===== config.mk =====
export PLATFORM = sky130hd
export DESIGN_NAME = l1d_mshr_alloc
export DESIGN_NICKNAME = d
export VERILOG_FILES = /design/src/rtl/l1d_mshr_alloc.sv
export SDC_FILE = /design/constraint.sdc
export NUM_CORES = 1
export LEC_CHECK = 0
export ABC_AREA = 1
export CAP_MARGIN = 5
export CORE_UTILIZATION = 46
export CTS_CLUSTER_SIZE = 28
export DETAILED_ROUTE_END_ITERATION = 16
export GPL_TIMING_DRIVEN = 0
export PLACE_DENSITY = 0.74
export SYNTH_ARGS = -nofsm -noshare
export SYNTH_HDL_FRONTEND = slang
export SYNTH_SLANG_ARGS = --single-unit

===== constraint.sdc =====
create_clock -name clk -period 1.47 [get_ports clk]
set_input_delay 0.294 -clock clk [delete_from_list [all_inputs] [get_ports clk]]
set_output_delay 0.294 -clock clk [all_outputs]
set_load 0.05 [all_outputs]

===== src/rtl/l1d_mshr_alloc.sv =====
// MSHR credit allocator: tracks free MSHR entries, stages one free index on a
// valid/ready credit port and counts outstanding entries.
// Optional build macro L1D_MSHR_ALLOC_CHK_EN drops illegal releases and raises
// a sticky err_bad_release flag.
module l1d_mshr_alloc #(
    parameter int unsigned MSHR_NUM      = 8,
    parameter int unsigned MSHR_ID_WIDTH = $clog2(MSHR_NUM)
) (
    input  logic                     clk,
    input  logic                     rst_n,
    output logic                     alloc_vld,
    input  logic                     alloc_rdy,
    output logic [MSHR_ID_WIDTH-1:0] alloc_index,
    input  logic                     release_vld,
    input  logic [MSHR_ID_WIDTH-1:0] release_index,
    output logic [MSHR_ID_WIDTH:0]   mshr_used_cnt,
    output logic                     mshr_full,
    output logic                     err_bad_release
);

    localparam int unsigned CNT_W = MSHR_ID_WIDTH + 1;

    logic [MSHR_NUM-1:0]      free_map_q, free_map_d;
    logic                     slot_vld_q, slot_vld_d;
    logic [MSHR_ID_WIDTH-1:0] slot_idx_q, slot_idx_d;
    logic [CNT_W-1:0]         used_cnt_q, used_cnt_d;
    logic                     full_q, full_d;
    logic                     err_q, err_d;

    logic                     grant;
    logic                     rel_ok;
    logic                     rel_bad;
    logic                     pick_vld;
    logic [MSHR_ID_WIDTH-1:0] pick_idx;

    assign grant = slot_vld_q && alloc_rdy;

    // Lowest free entry of the current map; an incoming release is not eligible yet.
    always_comb begin
        pick_vld = 1'b0;
        pick_idx = '0;
        for (int i = 0; i < int'(MSHR_NUM); i++) begin
            if (!pick_vld && free_map_q[i]) begin
                pick_vld = 1'b1;
                pick_idx = MSHR_ID_WIDTH'(i);
            end
        end
    end

`ifdef L1D_MSHR_ALLOC_CHK_EN
    // A release must name an entry that is neither free nor sitting in the slot.
    always_comb begin
        rel_bad = release_vld &&
                  (free_map_q[release_index] ||
                   (slot_vld_q && (release_index == slot_idx_q)));
        rel_ok  = release_vld && !rel_bad;
    end
`else
    always_comb begin
        rel_bad = 1'b0;
        rel_ok  = release_vld;
    end
`endif

    always_comb begin
        free_map_d = free_map_q;
        slot_vld_d = slot_vld_q;
        slot_idx_d = slot_idx_q;
        used_cnt_d = used_cnt_q;
        err_d      = err_q || rel_bad;

        if (rel_ok) begin
            free_map_d[release_index] = 1'b1;
        end

        // Clear after the release set so the load wins if both hit one bit.
        if (!slot_vld_q || grant) begin
            if (pick_vld) begin
                slot_vld_d           = 1'b1;
                slot_idx_d           = pick_idx;
                free_map_d[pick_idx] = 1'b0;
            end else begin
                slot_vld_d = 1'b0;
            end
        end

        case ({grant, rel_ok})
            2'b10:   used_cnt_d = used_cnt_q + CNT_W'(1);
            2'b01:   used_cnt_d = used_cnt_q - CNT_W'(1);
            default: used_cnt_d = used_cnt_q;
        endcase

        full_d = (used_cnt_d == CNT_W'(MSHR_NUM));
    end

    always_ff @(posedge clk or negedge rst_n) begin
        if (!rst_n) begin
            free_map_q <= '1;
            slot_vld_q <= 1'b0;
            slot_idx_q <= '0;
            used_cnt_q <= '0;
            full_q     <= 1'b0;
            err_q      <= 1'b0;
        end else begin
            free_map_q <= free_map_d;
            slot_vld_q <= slot_vld_d;
            slot_idx_q <= slot_idx_d;
            used_cnt_q <= used_cnt_d;
            full_q     <= full_d;
            err_q      <= err_d;
        end
    end

    assign alloc_vld     = slot_vld_q;
    assign alloc_index   = slot_idx_q;
    assign mshr_used_cnt = used_cnt_q;
    assign mshr_full     = full_q;
`ifdef L1D_MSHR_ALLOC_CHK_EN
    assign err_bad_release = err_q;
`else
    assign err_bad_release = 1'b0;
`endif

endmodule

# Yosys cells after proc, flatten, opt, wreduce, memory -nomap -nowiden
# Cells that the tools add are included.
[totals]
inputBits = 7
out_inout_bits = 10
wordCells = 61
reg_bits = 17
[op_classes]
eq_ne = 3
n_lt_le_gt_ge = 4
n_bitwise = 3
muxes = 24
n_reduce_logical = 20
add_sub_neg = 2
[op_table]
columns = ["cell", "n"]
rows = [
  ["2-to-1 mux 8 bit", 3],
  ["2-to-1 mux 3 bit", 6],
  ["2-to-1 mux 1 bit", 12],
  ["logical AND 1 bit", 10],
  ["bitwise AND 8 bit", 1],
  ["zero test 1 bit", 8],
  ["< comparator 3 x 4 -> 1 bit, second input constant", 2],
  ["NOT 8 bit", 1],
  ["bitwise OR 8 bit", 1],
  ["case mux 4 bit (2 select lines)", 1],
  ["demux 1 bit (select 3 bit)", 2],
  [">= comparator 3 x 1 -> 1 bit, second input constant", 2],
  ["adder 4 x 1 -> 4 bit, second input constant", 1],
  ["equality test 4 bit, second input constant", 1],
  ["subtractor 4 x 1 -> 4 bit, second input constant", 1],
  ["equality test 2 x 1 -> 1 bit, second input constant", 1],
  ["equality test 2 bit, second input constant", 1],
  ["AND reduction 2 bit", 1],
  ["logical OR 1 bit", 1],
]

# Logic depth before layout (Yosys ltp)
[depth]
depth_word = 30
mapped_depth = 9
depth_no_buf = 9

# Least setup slack after synthesis
# OpenSTA, ideal clock, no wires.
[synth_timing]
path_type = "reg2reg"
startpoint = "register slot_vld_q, in the netlist alloc_vld"
endpoint = "register full_q, in the netlist mshr_full"
setup_ns = 0.122
slack_ns = -0.473
path_stages_with_launch = 10
n_path_buf = 0
t_required_ns = 1.348
period_less_slack_ns = 1.943
arrival_time_ns = 1.821
cell_sequence = "dfrtp_1 nand2_1 ha_1 ha_1 a21oi_1 nand2_1 xor2_1 nand2_1 o21ai_1 nor2_1"
[synth_between]
elab_chain_len = 4
elab_cells_between_ends = 5
classes_between = "eq/ne (3); mux (1); reduce/logical (1)"
[synth_rtl]
columns = ["element", "line", "text"]
rows = [
  ["start: declaration", "24", "logic slot_vld_q, slot_vld_d;"],
  ["start signal: assignment", "106", "slot_vld_q <= slot_vld_d;"],
  ["logical AND 1 bit *", "36", "assign grant = slot_vld_q && alloc_rdy;"],
  ["equality test 2 x 1 -> 1 bit or equality test 2 bit (tied branches)", "87", "case ({grant, rel_ok})"],
  ["case mux 4 bit (2 select lines) *", "87", ""],
  ["equality test 4 bit *", "93", "full_d = (used_cnt_d == CNT_W'(MSHR_NUM));"],
  ["via full_d", "27", "logic full_q, full_d;"],
  ["end signal: assignment", "109", "full_q <= full_d;"],
  ["end: declaration", "27", ""],
]
# The timed path passes the listed nets; every way through them passes the cells marked *.
# A chain may end at the register's enable or synchronous reset.

# Final worst setup path
[layout_timing]
startpoint = "register slot_vld_q, in the netlist alloc_vld"
endpoint = "register full_q, in the netlist mshr_full"
[layout_between]
elab_chain_len = 4
elab_cells_between_ends = 5
classes_between = "eq/ne (3); mux (1); reduce/logical (1)"
[layout_rtl]
columns = ["element", "line", "text"]
rows = [
  ["logical AND 1 bit *", "36", ""],
  ["equality test 2 x 1 -> 1 bit or equality test 2 bit (tied branches)", "87", ""],
  ["case mux 4 bit (2 select lines) *", "87", ""],
  ["via used_cnt_d[1]", "26", "logic [CNT_W-1:0] used_cnt_q, used_cnt_d;"],
  ["equality test 4 bit *", "93", ""],
  ["via full_d", "27", ""],
]
# Marks and branches as above.

==> impl_metrics.json <==
{
  "grt_pass1_vias": 770,
  "maxCapViolCount": 0,
  "reg2reg_depth": 8,
  "final_util": 0.614,
  "viasPerCell": 5.06,
  "synth-adder-area-share": 0.0593,
  "synth-xor-area-share": 0.0361,
  "drv_slew": 0,
  "wl_per_cell_um": 12.1,
  "clock_tree.root_cell": "clkbuf_4",
  "cts_buffer_depth": 2,
  "synth_top_area_frac": 0.232,
  "num_vias": 805,
  "clock-sinks": 17,
  "synth_nets": 122,
  "drtIter0Drc": 10,
  "cp-start-kind": "flip-flop",
  "worstMarginPinSlew_ps": 758,
  "place_ws_ps": -635,
  "p_per_area_nw_per_um2": 2250,
  "layout-drive-gt1-share": 0.386,
  "routed_wl_mm": 1.92,
  "cts_made_buffers": 3,
  "rows": 16,
  "multi_input_area_um2": 507,
  "yosys.area.top_type": "dfrtp_1",
  "dieHeight_um": 47.9,
  "p_leak_nw": 0.583,
  "critPathArrivalTime_ps": 1840,
  "drtPass1Iterations": 3,
  "die_area_um2": 2300,
  "stdcell_area_um2": 1220,
  "synth_top_family_by_area": "simple AND/OR/NAND/NOR gates",
  "die_x_um": 47.9,
  "core_area_um2": 1980,
  "rsz0062_at_grt": "true",
  "dp_hpwl_mm": 1.45,
  "slew-limit-headroom": 0.493,
  "cts.clk_slew.worst_paths_ps": 110,
  "reg2reg_from": "alloc_vld$_DFFE_PN0N_",
  "synth-compound-area-share": 0.119,
  "critPathRequiredTime_ps": 1710,
  "crit_path_end": "mshr_full$_DFF_PN0_",
  "cts-htree-levels": 1,
  "final_common_cell": "nand2_1",
  "ys_ff_latch": 17,
  "synth.distinct_cells": 29,
  "grt.total_usage": 0.195,
  "fin_crit_sh": 1.08,
  "seq_area_frac_synth": 0.448,
  "drc": 0,
  "fillerInstances": 185,
  "start_util": 0.490,
  "path_class": "flip-flop to flip-flop",
  "worstPathMaxFanout": 4,
  "synthArstFlopShare": 1.00,
  "cts_tree": "yes",
  "ant_nets": 0,
  "pin_count": 17,
  "grt_antenna_before_repair": 0,
  "nets": 144,
  "synth-simple-area-share": 0.263,
  "syn_area_per_cell_um2": 8.75,
  "insertion_delay_ps": 300,
  "endpoint_kind": "flip-flop",
  "synth-edff-count": 0,
  "port_buffers": 15,
  "hp-class": "primary input to async pin",
  "antenna_cells": 0,
  "ir_worst_vdd_mv": 1.30,
  "final_cell_mix": "21 x nand2_1, 10 x nor2_1, 8 x inv_1, 8 x dfrtp_1, 8 x dfstp_2",
  "timing.fmax_mhz": 628,
  "fin_skew_ps": 6.08,
  "synth.mux.area_fraction": 0,
  "rrSetupSlack_ps": -120,
  "status": "finished with violations",
  "synth_cells": 111,
  "gp_congestion": 0.879,
  "grt_start_max_net_pins": 18,
  "startpoint": "alloc_vld$_DFFE_PN0N_",
  "gr-total-overflow": 0,
  "area_growth_pct": 25.3,
  "synth_ff_type": "dfrtp_1",
  "violations": "setup timing",
  "regArea_um2": 437,
  "hold_viol": 0,
  "r2r_end": "mshr_full$_DFF_PN0_",
  "synth_area_um2": 971,
  "yosys_warnings": 0,
  "placed_area_um2": 1190,
  "period_needed_ps": 1590,
  "grt_first_pass_wirelength_mm": 3.16,
  "synth_area_leaders": "dfrtp_1 23%, dfstp_2 22%, nand2_1 8.5%",
  "setup_slack_ps": -123,
  "finalSetupViolCount": 3
}
-- registers in the layout, summed over array words and instances, names as in the netlist --
register       flops
alloc_index        3
mshr_used_cnt      4
mshr_full          1
free_map_q         8
alloc_vld          1
-- logic make-up after synthesis --
| family | count (synthesis) |
|---|---|
| DFF | 17 |
| AOI/OAI and AO/OA | 19 |
| other | 1 |
| and+or+nand+nor | 49 |
| xor gates and xnor gates | 4 |
| adders and majority gates | 4 |
| buffers and inverters | 17 |
-- layer usage --
layer  global-route usage  vias to the layer above  wire length (um)
met2                0.311                       14               909
li1                     -                      401                 -
met4               0.0389                        0                28
met1                0.262                      385               909
met5                    0                        -                 0
met3               0.0604                        5                70
-- critical path: stages (launching register included) --
cell,delay (ps)
dfrtp_2,440
nand2_2,80
ha_4,170
fa_1,430
nand2_1,80
nand2_1,60
nor2_1,110
nand3_1,80
nor2_1,100
-- synthesized netlist by cell type, types with 3 or more instances --
| library cell | number |
|---|---|
| inv_1 | 8 |
| dfstp_2 | 8 |
| nand3_1 | 5 |
| nor2_2 | 3 |
| nand2_1 | 22 |
| a21oi_1 | 8 |
| nand2_2 | 3 |
| dfrtp_1 | 9 |
| nor2_1 | 10 |
| a31oi_1 | 3 |
| inv_2 | 7 |
| ha_1 | 3 |
-- worst min path at each step --
stage / startpoint / end / slack [ps]
after CTS: rst_n / mshr_used_cnt[2]$_DFF_PN0_ / 450
after floorplan: rst_n / alloc_index[0]$_DFFE_PN0P_ / -2
after global placement: alloc_index[2]$_DFFE_PN0P_ / alloc_index[2]$_DFFE_PN0P_ / 460
after detailed placement: alloc_index[2]$_DFFE_PN0P_ / alloc_index[2]$_DFFE_PN0P_ / 460
after global routing: alloc_rdy / free_map_q[6]$_DFF_PN1_ / 480
final: rst_n / alloc_index[0]$_DFFE_PN0P_ / 420
-- power by group --
group	total, W	switching, W	internal (W)	leakage, nW
Clock	0.000269	0.000165	0.000104	0.0139
Sequential	0.000946	0.000195	0.000751	0.192
Combinational	0.00152	0.00101	0.000511	0.377
Total	0.00273	0.00137	0.00137	0.583
-- layout make-up --
class	count	area share
Clock buffer	3	0.0185
Sequential cell	17	0.359
Tap cell	27	0.0278
Timing Repair Buffer	17	0.115
Buffer	1	0.00617
Multi-Input combinational cell	77	0.417
Clock inverter	1	0.00617
Inverter	16	0.0504
-- per-stage QoR --
step / hold WS [ps] / TNS [ps] / cells / power [W]
2_1_floorplan: -1.59 / -469 / 111 / 0.00209
3_3_place_gp: 458 / -2110 / 153 / 0.00246
3_5_place_dp: 463 / -2300 / 153 / 0.00251
4_1_cts: 449 / -269 / 159 / 0.00278
5_1_grt: 483 / -481 / 159 / 0.00293
6_report: 424 / -253 / 159 / 0.00273
-- repair_timing --
item	4_1_cts	5_1_grt
hold buffers	0	0
setup buffers	2	0
endpoints found under the setup margin	13	9
gates cloned	0	0
pin swaps	4	0
resized for setup	25	6
No activity file was read; power rests on OpenSTA's default activity.
